===== src/rtl/xm23_dev_pkg.sv =====
// Shared constants for the XM23 device controller: CSR bit positions, IO direction codes.
// csr_pack builds the CSR read byte so every user agrees on the bit layout.
package xm23_dev_pkg;

    localparam int CSR_IE  = 0;
    localparam int CSR_IO  = 1;
    localparam int CSR_DBA = 2;
    localparam int CSR_OF  = 3;
    localparam int CSR_ENA = 4;

    localparam logic IO_IN  = 1'b0;
    localparam logic IO_OUT = 1'b1;

    localparam int NUM_DEV_MAX = 8;

    function automatic logic [7:0] csr_pack(input logic ie, input logic io, input logic dba,
                                            input logic of, input logic ena);
        logic [7:0] v;
        v          = 8'h00;
        v[CSR_IE]  = ie;
        v[CSR_IO]  = io;
        v[CSR_DBA] = dba;
        v[CSR_OF]  = of;
        v[CSR_ENA] = ena;
        return v;
    endfunction

endpackage


===== src/rtl/xm23_dev_ctrl_fifo.sv =====
// Per-channel byte FIFO. Push on full is accepted only when a pop happens in the same cycle;
// pop on empty is ignored, so an empty FIFO never bypasses din to dout.
module dev_fifo #(
    parameter int WIDTH = 8,
    parameter int DEPTH = 4
) (
    input  logic             i_clk,
    input  logic             i_rst,
    input  logic             i_push,
    input  logic             i_pop,
    input  logic             i_flush,
    input  logic [WIDTH-1:0] i_din,
    output logic [WIDTH-1:0] o_dout,
    output logic             o_full,
    output logic             o_empty
);

    localparam int AW = $clog2(DEPTH);
    localparam int CW = AW + 1;

    logic [WIDTH-1:0] r_mem [DEPTH];
    logic [AW-1:0]    r_wp, r_rp;
    logic [CW-1:0]    r_cnt;
    logic             w_push, w_pop;

    assign o_full  = (r_cnt == CW'(DEPTH));
    assign o_empty = (r_cnt == '0);
    assign o_dout  = r_mem[r_rp];
    assign w_pop   = i_pop & ~o_empty;
    assign w_push  = i_push & (~o_full | w_pop);

    always_ff @(posedge i_clk or posedge i_rst) begin
        if (i_rst) begin
            r_wp  <= '0;
            r_rp  <= '0;
            r_cnt <= '0;
        end else if (i_flush) begin
            r_wp  <= '0;
            r_rp  <= '0;
            r_cnt <= '0;
        end else begin
            if (w_push) r_wp <= r_wp + AW'(1);
            if (w_pop)  r_rp <= r_rp + AW'(1);
            r_cnt <= r_cnt + CW'(w_push) - CW'(w_pop);
        end
    end

    // Storage needs no reset: empty state masks whatever it holds.
    always_ff @(posedge i_clk) begin
        if (w_push && !i_flush) r_mem[r_wp] <= i_din;
    end

endmodule


===== src/rtl/xm23_dev_ctrl.sv =====
// Memory-mapped XM23 device controller: NUM_DEV CSR/DATA byte pairs, each backed by a FIFO,
// with valid/ready device handshakes and a lowest-index-first interrupt request.
module xm23_dev_ctrl
    import xm23_dev_pkg::*;
#(
    parameter int          NUM_DEV    = 3,
    parameter int          FIFO_DEPTH = 4,
    parameter logic [15:0] BASE       = 16'h0000
) (
    input  logic                 i_clk,
    input  logic                 i_rst,
    input  logic [15:0]          i_cpu_addr,
    input  logic [15:0]          i_cpu_wdata,
    input  logic                 i_cpu_wr,
    input  logic                 i_cpu_rd,
    input  logic                 i_cpu_wb,
    output logic [15:0]          o_cpu_rdata,
    output logic                 o_cpu_hit,
    input  logic [8*NUM_DEV-1:0] i_dev_rx_data,
    input  logic [NUM_DEV-1:0]   i_dev_rx_valid,
    output logic [NUM_DEV-1:0]   o_dev_rx_ready,
    output logic [8*NUM_DEV-1:0] o_dev_tx_data,
    output logic [NUM_DEV-1:0]   o_dev_tx_valid,
    input  logic [NUM_DEV-1:0]   i_dev_tx_ready,
    output logic                 o_irq_req,
    output logic [2:0]           o_irq_dev,
    input  logic                 i_irq_ack
);

    logic [16:0] w_off;
    logic        w_acc_csr, w_acc_data;
    logic [2:0]  w_ch;
    logic [7:0]  w_csr_wbyte, w_dat_wbyte;

    // 17-bit subtract: bit 16 flags an address below BASE.
    assign w_off       = {1'b0, i_cpu_addr} - {1'b0, BASE};
    assign o_cpu_hit   = ~w_off[16] & (w_off[15:0] < 16'(2 * NUM_DEV));
    assign w_ch        = w_off[3:1];
    assign w_acc_csr   = o_cpu_hit & (~i_cpu_wb | ~w_off[0]);
    assign w_acc_data  = o_cpu_hit & (~i_cpu_wb | w_off[0]);
    assign w_csr_wbyte = i_cpu_wdata[7:0];
    assign w_dat_wbyte = i_cpu_wb ? i_cpu_wdata[7:0] : i_cpu_wdata[15:8];

    logic [NUM_DEV-1:0] r_ie, r_io, r_ena, r_of, r_dba_q, r_pend;
    logic [NUM_DEV-1:0] w_csr_wr, w_dat_wr, w_dat_rd, w_io_chg, w_push, w_pop;
    logic [NUM_DEV-1:0] w_full, w_empty, w_dba, w_of_set, w_pend_set, w_ack;
    logic [NUM_DEV-1:0][7:0] w_head, w_csr_rval, w_dat_rval;
    logic [2:0]  w_irq_dev;
    logic [15:0] w_rdata;

    for (genvar k = 0; k < NUM_DEV; k++) begin : g_ch
        logic [7:0] w_rx_byte;
        assign w_rx_byte   = i_dev_rx_data[8*k +: 8];
        assign w_csr_wr[k] = i_cpu_wr & w_acc_csr  & (w_ch == 3'(k));
        assign w_dat_wr[k] = i_cpu_wr & w_acc_data & (w_ch == 3'(k));
        assign w_dat_rd[k] = i_cpu_rd & w_acc_data & (w_ch == 3'(k));
        assign w_io_chg[k] = w_csr_wr[k] & (w_csr_wbyte[CSR_IO] != r_io[k]);

        assign o_dev_rx_ready[k]   = (r_io[k] == IO_IN) & r_ena[k];
        assign o_dev_tx_valid[k]   = (r_io[k] == IO_OUT) & r_ena[k] & ~w_empty[k];
        assign o_dev_tx_data[8*k +: 8] = o_dev_tx_valid[k] ? w_head[k] : 8'h00;

        assign w_push[k] = (r_io[k] == IO_OUT) ? w_dat_wr[k] : (i_dev_rx_valid[k] & r_ena[k]);
        assign w_pop[k]  = (r_io[k] == IO_OUT) ? (o_dev_tx_valid[k] & i_dev_tx_ready[k]) : w_dat_rd[k];
        assign w_of_set[k]   = w_push[k] & w_full[k] & ~w_pop[k];
        assign w_dba[k]      = (r_io[k] == IO_OUT) ? ~w_full[k] : ~w_empty[k];
        assign w_pend_set[k] = r_ie[k] & w_dba[k] & ~r_dba_q[k];
        assign w_ack[k]      = i_irq_ack & (w_irq_dev == 3'(k));

        assign w_csr_rval[k] = csr_pack(r_ie[k], r_io[k], w_dba[k], r_of[k], r_ena[k]);
        assign w_dat_rval[k] = ((r_io[k] == IO_IN) && !w_empty[k]) ? w_head[k] : 8'h00;

        dev_fifo #(.WIDTH(8), .DEPTH(FIFO_DEPTH)) u_fifo (
            .i_clk   (i_clk),
            .i_rst   (i_rst),
            .i_push  (w_push[k]),
            .i_pop   (w_pop[k]),
            .i_flush (w_io_chg[k]),
            .i_din   ((r_io[k] == IO_OUT) ? w_dat_wbyte : w_rx_byte),
            .o_dout  (w_head[k]),
            .o_full  (w_full[k]),
            .o_empty (w_empty[k])
        );
    end

    always_comb begin
        w_irq_dev = 3'd0;
        for (int k = NUM_DEV - 1; k >= 0; k--) begin
            if (r_pend[k]) w_irq_dev = 3'(k);
        end
    end

    always_comb begin
        w_rdata = 16'h0000;
        for (int k = 0; k < NUM_DEV; k++) begin
            if (o_cpu_hit && w_ch == 3'(k)) begin
                if (!i_cpu_wb)     w_rdata = {w_dat_rval[k], w_csr_rval[k]};
                else if (w_off[0]) w_rdata = {8'h00, w_dat_rval[k]};
                else               w_rdata = {8'h00, w_csr_rval[k]};
            end
        end
    end

    assign o_cpu_rdata = w_rdata;
    assign o_irq_req   = |r_pend;
    assign o_irq_dev   = w_irq_dev;

    // A direction change wipes the channel; otherwise new overflow beats a CSR-write clear,
    // and a new pending set beats an ack on the same channel.
    always_ff @(posedge i_clk or posedge i_rst) begin
        if (i_rst) begin
            r_ie    <= '0;
            r_io    <= '0;
            r_ena   <= '0;
            r_of    <= '0;
            r_dba_q <= '0;
            r_pend  <= '0;
        end else begin
            r_dba_q <= w_dba;
            for (int k = 0; k < NUM_DEV; k++) begin
                if (w_csr_wr[k]) begin
                    r_ie[k]  <= w_csr_wbyte[CSR_IE];
                    r_io[k]  <= w_csr_wbyte[CSR_IO];
                    r_ena[k] <= w_csr_wbyte[CSR_ENA];
                end
                if (w_io_chg[k])      r_of[k] <= 1'b0;
                else if (w_of_set[k]) r_of[k] <= 1'b1;
                else if (w_csr_wr[k]) r_of[k] <= 1'b0;

                if (w_io_chg[k])        r_pend[k] <= 1'b0;
                else if (w_pend_set[k]) r_pend[k] <= 1'b1;
                else if (w_ack[k])      r_pend[k] <= 1'b0;
            end
        end
    end

endmodule

===== config.mk =====
export PLATFORM = sky130hd
export DESIGN_NAME = xm23_dev_ctrl
export DESIGN_NICKNAME = d
export VERILOG_FILES = /design/src/rtl/xm23_dev_pkg.sv /design/src/rtl/xm23_dev_ctrl_fifo.sv /design/src/rtl/xm23_dev_ctrl.sv
export SDC_FILE = /design/constraint.sdc
export NUM_CORES = 1
export LEC_CHECK = 0
export CAP_MARGIN = 20
export CORE_ASPECT_RATIO = 1.75
export CORE_MARGIN = 1.5
export CORE_UTILIZATION = 54
export CTS_CLUSTER_DIAMETER = 200
export DETAILED_ROUTE_END_ITERATION = 12
export PLACE_DENSITY = 0.84
export SLEW_MARGIN = 5
export SYNTH_ARGS = -nofsm -noshare
export SYNTH_HDL_FRONTEND = slang
export SYNTH_SLANG_ARGS = --single-unit

===== constraint.sdc =====
create_clock -name i_clk -period 3.6 [get_ports i_clk]
set_input_delay 0.72 -clock i_clk [delete_from_list [all_inputs] [get_ports i_clk]]
set_output_delay 0.72 -clock i_clk [all_outputs]
set_load 0.1 [all_outputs]

# == Yosys cells after proc, flatten, opt, wreduce, memory -nomap -nowiden ==
# Memory sizes are Yosys's and may differ from the RTL's.
# Index checks and enable logic that the tools add are counted.
# word_totals
reg_bits,39
latchBits,0
ram_bits,96
romBits,0
inputBits,68
out_inout_bits,51
wordCells,229
memories,3
# op_classes
add_sub_neg,12
mul,0
n_div,0
n_lt_le_gt_ge,1
n_eq_ne,10
shift,0
muxes,70
n_bitwise,75
reduce_logical,33
# mem_list
memory,words,word_bits,rd,rd_ports_with_merged_regs,write_ports,line_no,rtl
g_ch[0].u_fifo.r_mem,4,8,1,0,1,xm23_dev_ctrl_fifo.sv:21,logic [WIDTH-1:0] r_mem [DEPTH];
g_ch[1].u_fifo.r_mem,4,8,1,0,1,xm23_dev_ctrl_fifo.sv:21,
g_ch[2].u_fifo.r_mem,4,8,1,0,1,xm23_dev_ctrl_fifo.sv:21,
# op_table
operator,n
two-way mux 8 bit,13
two-way mux 16 bit,6
AND 1 bit,53
two-way mux 1 bit,33
two-way mux 2 bit,15
nonzero test 3 bit,6
inverter 1 bit,17
"less-than comparator 16 x 3 -> 1 bit, second input constant",1
zero test 3 bit,5
"adder 2 x 1 -> 2 bit, second input constant",6
nonzero test 2 bit,6
adder 3 x 1 -> 3 bit,3
"== test 3 bit, second input constant",3
logical AND 1 bit,9
two-way mux 3 bit,3
subtractor 3 x 1 -> 3 bit,3
zero test 1 bit,6
bitwise OR 1 bit,5
"== test 3 x 1 -> 1 bit, second input constant",1
"== test 3 x 2 -> 1 bit, second input constant",1
inequality test 1 bit,3
OR reduction 3 bit,1
"== test 2 x 1 -> 1 bit, second input constant",1
"== test 2 bit, second input constant",1

# == Longest topological paths before layout ==
# Gate-level depths: netlist of the first run.
# depth
ltp_word,12
ltp_mapped,13
ltp_nobuf,12

# == Modules after synthesis ==
# From an unflattened synthesis of the first run, not the netlist that was laid out.
# unflattened
cells_unflattened,560
area_unflattened_um2,6977.9
# modules_own_cells
mod,instances,cells_each,area_per_inst_um2,seq_area_each_um2
dev_fifo,3,91,1637.8,1136.1
xm23_dev_ctrl,1,287,2064.5,450.4

# == Worst setup path before layout of the first run ==
# Ideal clock, no wire load.
# synth_path
path_kind,input-to-output
from,input i_cpu_addr[5]
to,output o_cpu_rdata[1]
arrival_time_ns,4.464
t_required_ns,2.880
slack_ns,-1.584
cell_stages,5
cell_sequence,or4_4 or4_4 nor3_4 a222oi_1 o21ai_0
# synth_via
elab_chain_cells,5
word_cells_on_any_way,7
classes_between,order compare: 1; mux: 3; reduce/logical: 3
# synth_rtl
item,line_no,rtl
start: declaration,xm23_dev_ctrl.sv:12,"input logic [15:0] i_cpu_addr,"
less-than comparator 16 x 3 -> 1 bit *,xm23_dev_ctrl.sv:37,assign o_cpu_hit = ~w_off[16] & (w_off[15:0] < 16'(2 * NUM_DEV));
logical AND 1 bit,xm23_dev_ctrl.sv:96,if (o_cpu_hit && w_ch == 3'(k)) begin
two-way mux 16 bit (2 in series),xm23_dev_ctrl.sv:96,
two-way mux 16 bit *,xm23_dev_ctrl.sv:96,
end: declaration,xm23_dev_ctrl.sv:17,"output logic [15:0] o_cpu_rdata,"
# Mark *: on every way between the ends. The rest lies on a longest branch, timed or not.

# == Final worst setup path of the first run ==
# layout_path
from,input i_cpu_addr[2]
to,output o_cpu_rdata[5]
# layout_via
elab_chain_cells,5
word_cells_on_any_way,10
classes_between,order compare: 1; eq/ne: 2; mux: 3; reduce/logical: 4
# layout_rtl
item,line_no
less-than comparator 16 x 3 -> 1 bit or zero test 3 bit (tied branches),"xm23_dev_ctrl.sv:37, xm23_dev_ctrl.sv:96"
logical AND 1 bit,xm23_dev_ctrl.sv:96
two-way mux 16 bit (2 in series),xm23_dev_ctrl.sv:96
two-way mux 16 bit *,xm23_dev_ctrl.sv:96
# Marked as above.

==> impl_metrics.json, run 1 <==
{
  "grt_max_degree": 27,
  "gp_congestion": 0.937,
  "drc": 0,
  "dieHeight_um": 154,
  "synth-main-ff-cell": "edfxtp_1",
  "initial_core_util": 0.549,
  "wl_per_cell_um": 23.1,
  "ys_ff_latch": 135,
  "synth-edff-count": 96,
  "fin_skew_ns": 0.0132,
  "ant_nets": 0,
  "synth.net_count": 645,
  "io_pins": 119,
  "die_w_um": 89.2,
  "max_slew_margin": 0.344,
  "syn_area_um2": 7030,
  "root_buffer": "clkbuf_16",
  "final_area_um2": 9790,
  "clockPowerShare": 0.479,
  "required_ns": 2.88,
  "antennaDiodeCount": 0,
  "fin_nets": 839,
  "vias_per_cell": 6.03,
  "dp_hpwl_um": 16200,
  "critPathCaptureType": "output pin",
  "critPathMaxFanout": 6,
  "cts_hold_buf": 0,
  "row_count": 55,
  "finalCritPeriodShare": 0.979,
  "outcome": "completed",
  "clk_pin_slew_ns": 0.07,
  "max-cap-violations": 0,
  "worst_slew_pin_slew_ns": 0.982,
  "cts_made_buffers": 17,
  "leakagePower_nw": 3.94,
  "grt_pass1_wl_um": 33000,
  "reg2reg_from": "g_ch[0].u_fifo.r_cnt[1]",
  "ff2ff_path_depth": 12,
  "rsz0062_at_grt": "yes",
  "synth_area_per_cell_um2": 12.6,
  "htree_levels": 4,
  "worstPathArrival_ns": 2.81,
  "power.share.combinational": 0.064,
  "finalHoldViolCount": 0,
  "portBuffers": 117,
  "via_count": 5634,
  "clock.fmax_mhz": 284,
  "p_total_w": 0.00368,
  "grt_usage": 0.334,
  "path_class": "input pin to output pin",
  "drtIter0Drc": 548,
  "p_sw_frac": 0.245,
  "layout-drive-gt1-share": 0.329,
  "clock_latency_ns": 0.42,
  "seqPwrFrac": 0.457,
  "die_area_um2": 13700,
  "ys_seq_area_frac": 0.549,
  "crit_path_end": "o_cpu_rdata[5]",
  "tritoncts": "built",
  "cts_sinks": 135,
  "power_density_nw_per_um2": 376,
  "slew_violations": 0,
  "ys_warn_count": 0,
  "worstHoldPathType": "register to register",
  "area_delta_synth_final_pct": 39.4,
  "antenna_found_initial": 0,
  "cts.path.max_buffers": 2,
  "p_int_w": 0.00278,
  "core-area_um2": 12800,
  "synth.distinct_cells": 66,
  "dr.pass1.iters": 9,
  "reg2reg_to": "g_ch[0].u_fifo.r_cnt[2]",
  "rrSetupSlack_ns": 0.65,
  "async_flop_share": 0.289,
  "critPathLaunch": "i_cpu_addr[2]",
  "switching_power_w": 0.000900,
  "finalSetupViolCount": 0,
  "fin_crit_ns": 3.53,
  "drt_wl_total_um": 21600,
  "startpoint_type": "input pin",
  "grt_pass1_vias": 5982,
  "post_dp_cell_area_um2": 9050,
  "syn_inst": 556,
  "ir_drop_uv": 407,
  "grt_overflow": 0
}
==> critical path, stage by stage <==
cell and delay, ns:
dlygate4sd2_1 0.26, a211o_2 0.37, or4_4 0.57, nor3_4 0.14, buf_6 0.16, buf_6 0.10, a221o_1 0.16, and2_4 0.16
buf_12 0.17
==> power groups by stage <==
stage               combinational [W]  clock [W]  sequential, W
floorplan                   0.0000887          0        0.00171
global placement             0.000222          0        0.00171
detailed placement           0.000229          0        0.00171
CTS                          0.000230    0.00177        0.00168
global route                 0.000250    0.00184        0.00168
finish                       0.000236    0.00176        0.00168
==> synth_stat cells (all sizes together) (5+ instances only) <==
master | count | area, µm²
nand2 | 31 | 116
inv | 26 | 97.6
o21ai | 10 | 50.0
mux2 | 10 | 113
clkbuf | 14 | 62.6
dfrtp | 39 | 976
nor2b | 21 | 131
buf | 9 | 45.1
nand3 | 11 | 55.1
mux4 | 24 | 541
and3 | 11 | 68.8
or3 | 7 | 48.8
a21oi | 33 | 165
mux2i | 15 | 150
nand2b | 5 | 31.3
nand4 | 6 | 37.5
edfxtp | 96 | 2880
nor2 | 50 | 193
nor3 | 12 | 71.3
nor4 | 5 | 88.8
xnor2 | 11 | 96.3
ha | 18 | 225
or4 | 5 | 45.0
and2 | 30 | 188
==> state kept, by name (all words and copies together) (netlist names) <==
name               count
r_ena                  3
g_ch.u_fifo.r_wp       6
r_pend                 3
r_dba_q                3
g_ch.u_fifo.r_rp       6
g_ch.u_fifo.r_mem     96
g_ch.u_fifo.r_cnt      9
r_of                   3
r_ie                   3
r_io                   3
==> per-layer routing <==
metal	routed length, µm	up-vias	global-route usage
li1	-	2475	-
met1	7200	2756	0.374
met2	11500	321	0.564
met3	1610	82	0.0768
met4	1280	0	0.199
met5	0	-	0
==> per-stage QoR <==
stage	instances	util	setup WS, ns	setup TNS, ns	hold WS, ns
after global placement	892	0.707	-0.429	-9.78	0.496
after detailed placement	892	0.707	-0.450	-9.86	0.510
after CTS	933	0.761	0.000772	0	0.526
after global routing	934	0.765	-0.00636	-0.00636	0.564
final	934	0.765	0.0747	0	0.527
after floorplan	556	-	-0.880	-9.13	0.447
==> final cells by class <==
cell class,instances,area [µm²]
flip-flops and latches,135,3860
multi-input cells,372,3150
fillers,792,3010
repair buffers,198,1870
clock buffers,17,425
well taps,171,214
clock inverters,15,179
inverters,26,97.6
==> cell usage in the layout, fill, tap and decap left out, types with 4 or more instances in the layout <==
| master | n |
|---|---|
| nand2_1 | 29 |
| inv_1 | 25 |
| dfrtp_1 | 39 |
| and2_2 | 6 |
| and2_1 | 16 |
| dlygate4sd2_1 | 12 |
| mux4_2 | 24 |
| edfxtp_1 | 96 |
| buf_12 | 16 |
| ha_1 | 17 |
| inv_8 | 5 |
| nand3_1 | 11 |
| a21oi_1 | 30 |
| and2_4 | 8 |
| nor2_1 | 46 |
| mux2_2 | 10 |
| nand4_1 | 6 |
| clkbuf_16 | 18 |
| and3_1 | 11 |
| or3_1 | 6 |
| mux2i_1 | 15 |
| xnor2_1 | 11 |
| buf_4 | 109 |
| nand3b_1 | 4 |
| clkdlybuf4s50_1 | 53 |
| nor2b_1 | 21 |
| buf_6 | 4 |
| o21ai_0 | 8 |
| a22oi_2 | 4 |
| nand2b_1 | 5 |
| inv_6 | 4 |
| nor4_4 | 5 |
| nor3_1 | 9 |
==> cells by family after synthesis <==
logic type,Yosys count,synth area share
muxes,49,0.114
AOI/OAI and AO/OA,79,0.0799
xor gates and xnor gates,14,0.0174
adders and majority gates,21,0.0406
DFF,135,0.549
other,1,0.000534
buffers and inverters,49,0.0292
and+or+nand+nor,208,0.169
==> worst min path at each step <==
stage               startpoint  depth (start not counted)         to
floorplan              r_of[2]                          2    r_of[2]
global placement       r_of[2]                          2    r_of[2]
detailed placement  r_dba_q[1]                          2  r_pend[1]
CTS                 r_dba_q[1]                          2  r_pend[1]
global route        r_dba_q[1]                          2  r_pend[1]
finish              r_dba_q[1]                          2  r_pend[1]
==> timing repair <==
action                     4_1_cts  5_1_grt
buffers inserted                 9        1
setup endpoints to repair       16       14
resized for setup               25       14
pin swaps                       15        5
(Power assumes the default switching activity.)
==> inputs of run 2 (changes only) <==
--- a/config.mk
+++ b/config.mk
@@ -11,8 +11,9 @@
 export CORE_UTILIZATION = 54
 export CTS_CLUSTER_DIAMETER = 200
 export DETAILED_ROUTE_END_ITERATION = 12
+export MAX_ROUTING_LAYER = met4
 export PLACE_DENSITY = 0.84
-export SLEW_MARGIN = 5
+export SLEW_MARGIN = 0
 export SYNTH_ARGS = -nofsm -noshare
 export SYNTH_HDL_FRONTEND = slang
 export SYNTH_SLANG_ARGS = --single-unit
==> impl_metrics.json, run 2 (synthesis results as in run 1) <==
{
  "hold_path.startpoint": "r_pend[2]",
  "n_fill_cell": 851,
  "clock_latency_ns": 0.42,
  "finalCritPeriodShare": 0.981,
  "regMostFlops": "g_ch.u_fifo.r_mem",
  "worstHoldPathType": "register to register",
  "cts_hold_buf": 0,
  "reg2reg_from": "g_ch[0].u_fifo.r_cnt[1]",
  "grt_max_degree": 27,
  "startpoint_type": "input pin",
  "layout.cells.non_filler": 930,
  "cts.path.max_buffers": 2,
  "portBuffers": 117,
  "tritoncts": "built",
  "largest_register_ff_count": 96,
  "grt_usage": 0.345,
  "dieHeight_um": 154,
  "grt_pass1_vias": 6058,
  "dr.pass1.iters": 6,
  "io_pins": 119,
  "root_buffer": "clkbuf_16",
  "critPathCaptureType": "output pin",
  "die_w_um": 89.2,
  "required_ns": 2.88,
  "outcome": "completed",
  "finalHoldViolCount": 0,
  "dp.cells": 890,
  "fin_util": 0.762,
  "slew_violations": 0,
  "critPathMaxFanout": 6,
  "drc": 0,
  "fin_skew_ns": 0.0131,
  "finalSetupViolCount": 0,
  "ant_nets": 0,
  "layout-drive-gt1-share": 0.321,
  "antenna_found_initial": 0,
  "gp_congestion": 0.982,
  "worstPathArrival_ns": 2.81,
  "area_delta_synth_final_pct": 38.7,
  "max-cap-violations": 0,
  "vias_per_cell": 6.12,
  "drtIter0Drc": 402,
  "reg_top3": "g_ch.u_fifo.r_mem: 96 flops, g_ch.u_fifo.r_cnt: 9 flops",
  "die_area_um2": 13700,
  "tns_ns": 0,
  "row_count": 55,
  "core-area_um2": 12800,
  "grt_pass1_wl_um": 33000,
  "p_total_w": 0.00365,
  "fin_nets": 835,
  "max_slew_margin": 0.355,
  "slowest_stage": "or4_4",
  "final_area_um2": 9750,
  "clk_pin_slew_ns": 0.07,
  "wl_met2_um": 12000,
  "worst_slew_pin_slew_ns": 0.964,
  "via_count": 5693,
  "wl_per_cell_um": 23.7,
  "power_density_nw_per_um2": 374,
  "crit_path_cell_trace": "clkdlybuf4s15_1, or4_4, or4_4, nor3_4, buf_6, buf_6, a221o_1, and2_4, buf_12",
  "htree_levels": 4,
  "cts_made_buffers": 17,
  "multi_input_area_um2": 3130,
  "leakagePower_nw": 3.93,
  "final_cell_mix": "buf_4, edfxtp_1, clkdlybuf4s50_1",
  "highest_layer": "met4",
  "antennaDiodeCount": 0,
  "critPathLaunch": "i_cpu_addr[9]",
  "drt_wl_total_um": 22000,
  "fin_crit_ns": 3.53,
  "clock.fmax_mhz": 283,
  "ir_drop_uv": 369,
  "critical_path.max_stage_delay_ns": 0.54,
  "path_class": "input pin to output pin",
  "mostFrequentLayoutCell": "buf_4",
  "cts_sinks": 135,
  "initial_core_util": 0.549,
  "wl_met1_um": 7360,
  "dp_hpwl_um": 16300,
  "regArea_um2": 3860,
  "post_dp_cell_area_um2": 9040,
  "grt_overflow": 0,
  "wl_met3_um": 1440
}
-- run 2: cell count changes in the layout (fill, tap and decap cells not counted), moves of 2 or more --
cell,before,now
dlygate4sd2_1,12,10
dlymetal6s2s_1,1,3
clkinv_8,2,4
and2_2,6,8
and2_4,8,6
buf_4,109,105
-- run 2: layer usage --
metal,up-vias,global-route usage
li1,2460,-
met1,2849,0.371
met2,297,0.592
met3,87,0.0649
met4,0,0.172
met5,-,-
-- run 2: where the power goes --
| part | total (W) | internal (W) | switching, W |
|---|---|---|---|
| Sequential | 0.00168 | 0.00167 | 0.00000900 |
| Combinational | 0.000235 | 0.000111 | 0.000125 |
| Clock | 0.00173 | 0.000936 | 0.000794 |
| Total | 0.00365 | 0.00272 | 0.000927 |
-- run 2: worst paths after layout --
path	end	slack [ns]	cells past startpoint
max	o_cpu_rdata[13]	0.07	9
max in group asynchronous	g_ch[1].u_fifo.r_wp[1]	2.39	3
min	r_pend[2]	0.54	2
min in group asynchronous	g_ch[2].u_fifo.r_cnt[0]	0.60	2
max reg2reg	g_ch[0].u_fifo.r_cnt[2]	0.63	12
min reg2reg	r_pend[2]	0.54	2
-- run 2: worst max-delay path, delay by kind of cell --
family | cells | cell delay [ns]
simple gates | 4 | 1.29
buf+inv | 4 | 0.62
compound gates | 1 | 0.18
-- run 2: layout make-up --
cell class / instances / share of cell area
sequential: 135 / 0.396
multi-input combinational: 372 / 0.321
timing repair buffer: 194 / 0.190
clock buffer: 17 / 0.0436
tap: 171 / 0.0219
clock inverter: 15 / 0.0177
inverter: 26 / 0.0100
-- run 2: per-stage QoR --
stage	hold WS (ns)	worst slack [ns]
final	0.544	0.0673
after global placement	0.495	-0.422
after floorplan	0.447	-0.880
after CTS	0.542	0.00262
after global routing	0.550	-0.00469
after detailed placement	0.501	-0.453
-- run 2: what timing repair did --
action | in CTS | in global routing
pin swaps | 8 | 6
gates cloned | 0 | 0
resized for setup | 28 | 4
buffers inserted | 6 | 2
setup endpoints to repair | 17 | 13
==> inputs of run 3 (changes only) <==
--- a/config.mk
+++ b/config.mk
@@ -5,14 +5,16 @@
 export SDC_FILE = /design/constraint.sdc
 export NUM_CORES = 1
 export LEC_CHECK = 0
+export ABC_CLOCK_PERIOD_IN_PS = 3600
 export CAP_MARGIN = 20
 export CORE_ASPECT_RATIO = 1.75
 export CORE_MARGIN = 1.5
-export CORE_UTILIZATION = 54
+export CORE_UTILIZATION = 55
+export CTS_BUF_LIST = sky130_fd_sc_hd__clkbuf_2 sky130_fd_sc_hd__clkbuf_4 sky130_fd_sc_hd__clkbuf_8
 export CTS_CLUSTER_DIAMETER = 200
 export DETAILED_ROUTE_END_ITERATION = 12
 export MAX_ROUTING_LAYER = met4
-export PLACE_DENSITY = 0.84
+export PLACE_DENSITY = 0.85
 export SLEW_MARGIN = 0
 export SYNTH_ARGS = -nofsm -noshare
 export SYNTH_HDL_FRONTEND = slang
==> impl_metrics.json, run 3 (synthesis results as in run 1) <==
{
  "cts_hold_buf": 0,
  "portBuffers": 117,
  "ant_nets": 0,
  "antennaDiodeCount": 0,
  "grt_usage": 0.345,
  "leakagePower_nw": 3.90,
  "largest_register_ff_count": 96,
  "grt_pass1_wl_um": 32600,
  "hold_end": "r_of[2]",
  "highest_layer": "met4",
  "hold_ws_ns": 0.491,
  "drc": 0,
  "die_w_um": 88.5,
  "fin_nets": 849,
  "grt_max_degree": 27,
  "cts_sinks": 135,
  "slew_violations": 0,
  "final_cell_mix": "buf_4, edfxtp_1, clkdlybuf4s50_1",
  "finalHoldViolCount": 0,
  "core-area_um2": 12500,
  "ff2ff_path_depth": 12,
  "mostFrequentLayoutCell": "buf_4",
  "p_total_w": 0.00317,
  "worstPathArrival_ns": 2.91,
  "reg2reg_to": "g_ch[0].u_fifo.r_cnt[2]",
  "fin_util": 0.773,
  "dr.pass1.iters": 5,
  "initial_core_util": 0.562,
  "cts_made_buffers": 17,
  "violations": "setup timing",
  "hold_depth": 2,
  "switching_power_w": 0.000803,
  "drtIter0Drc": 406,
  "p_sw_frac": 0.254,
  "regMostFlops": "g_ch.u_fifo.r_mem",
  "finalSetupViolCount": 1,
  "finalCritPeriodShare": 1.01,
  "clock.fmax_mhz": 276,
  "htree_levels": 4,
  "worstHoldPathType": "register to register",
  "rsz0062_at_grt": "yes",
  "root_buffer": "clkbuf_8",
  "wl_per_cell_um": 22.9,
  "grt_pass1_vias": 5912,
  "io_pins": 119,
  "dieHeight_um": 153,
  "reg_top3": "g_ch.u_fifo.r_mem: 96 flops, g_ch.u_fifo.r_cnt: 9 flops",
  "wl_met1_um": 7120,
  "gp_congestion": 0.998,
  "fin_skew_ns": 0.0104,
  "power_density_nw_per_um2": 327,
  "startpoint_type": "input pin",
  "critPathMaxFanout": 4,
  "via_count": 5742,
  "row_count": 54,
  "drt_wl_total_um": 21500,
  "n_fill_cell": 781,
  "clk_pin_slew_ns": 0.08,
  "max_slew_margin": 0.352,
  "outcome": "finished with violations",
  "ir_drop_uv": 355,
  "path_class": "input pin to output pin",
  "power.share.combinational": 0.075,
  "layout.cells.non_filler": 941,
  "tritoncts": "built",
  "seqPwrFrac": 0.530,
  "wl_met2_um": 11300,
  "fin_crit_ns": 3.63,
  "dp.cells": 900,
  "dpl_worst_slack_ns": -0.509,
  "clock_latency_ns": 0.44,
  "grt_overflow": 0,
  "vias_per_cell": 6.10,
  "antenna_found_initial": 0,
  "p_int_w": 0.00236,
  "worst_slew_pin_slew_ns": 0.968,
  "wl_met3_um": 1600,
  "max-cap-violations": 0,
  "cts.path.max_buffers": 2,
  "layout-drive-gt1-share": 0.334,
  "rrSetupSlack_ns": 0.62,
  "area_delta_synth_final_pct": 37.5,
  "clockPowerShare": 0.395,
  "die_area_um2": 13500,
  "critPathCaptureType": "output pin",
  "hold_path.startpoint": "r_of[2]",
  "postLayoutSetupSlackWorst_ns": -0.0267,
  "reg2reg_from": "g_ch[0].u_fifo.r_cnt[1]",
  "dp_hpwl_um": 16800,
  "required_ns": 2.88
}
## run 3: repair_timing
action                     in CTS  in global routing
setup endpoints to repair      17                 16
gates resized for setup        22                 15
buffers inserted                8                  1
pin swaps                      10                  8
cloned                          0                  0
## run 3: worst max-delay path: stages
cell	delay (ns)
dlygate4sd2_1	0.26
a211o_2	0.32
or4_4	0.57
nor3_4	0.20
buf_6	0.14
buf_6	0.09
a22oi_2	0.06
o211ai_1	0.28
clkbuf_16	0.26
## run 3: worst max path at each step
stage | slack [ns] | start | cells past startpoint | to
detailed placement | -0.51 | i_cpu_addr[5] | 8 | o_cpu_rdata[3]
global route | -0.06 | i_cpu_addr[9] | 9 | o_cpu_rdata[3]
floorplan | -0.88 | i_cpu_addr[5] | 5 | o_cpu_rdata[3]
finish | -0.03 | i_cpu_addr[2] | 9 | o_cpu_rdata[3]
CTS | -0.02 | i_cpu_addr[11] | 9 | o_cpu_rdata[3]
global placement | -0.46 | i_cpu_addr[5] | 8 | o_cpu_rdata[3]
## run 3: power by group through the flow
stage / Combinational, W / Sequential [W] / Clock [W]
after floorplan: 0.0000887 / 0.00171 / 0
after CTS: 0.000234 / 0.00168 / 0.00126
after global routing: 0.000252 / 0.00168 / 0.00133
final: 0.000238 / 0.00168 / 0.00125
after detailed placement: 0.000234 / 0.00171 / 0
after global placement: 0.000227 / 0.00171 / 0
## run 3: final cells by class
| class | count | area (µm²) | share of cell area |
|---|---|---|---|
| repair buffers | 208 | 1990 | 0.206 |
| multi-input cells | 372 | 3120 | 0.322 |
| well taps | 168 | 210 | 0.0217 |
| clock buffers | 17 | 234 | 0.0242 |
| clock inverters | 15 | 161 | 0.0167 |
| flip-flops and latches | 135 | 3860 | 0.399 |
| inverters | 26 | 97.6 | 0.0101 |
## run 3: metrics by stage
stage	instance area (µm²)	TNS, ns
after detailed placement	9180	-13.21
after floorplan	7150	-9.13
after global routing	9670	-0.106
after global placement	9180	-10.16
after CTS	9640	-0.0418
final	9670	-0.0267
## run 3: layer usage
metal | vias up | GRT usage
met5 | - | -
met4 | 0 | 0.214
met3 | 95 | 0.0731
met2 | 370 | 0.573
met1 | 2790 | 0.364
li1 | 2487 | -
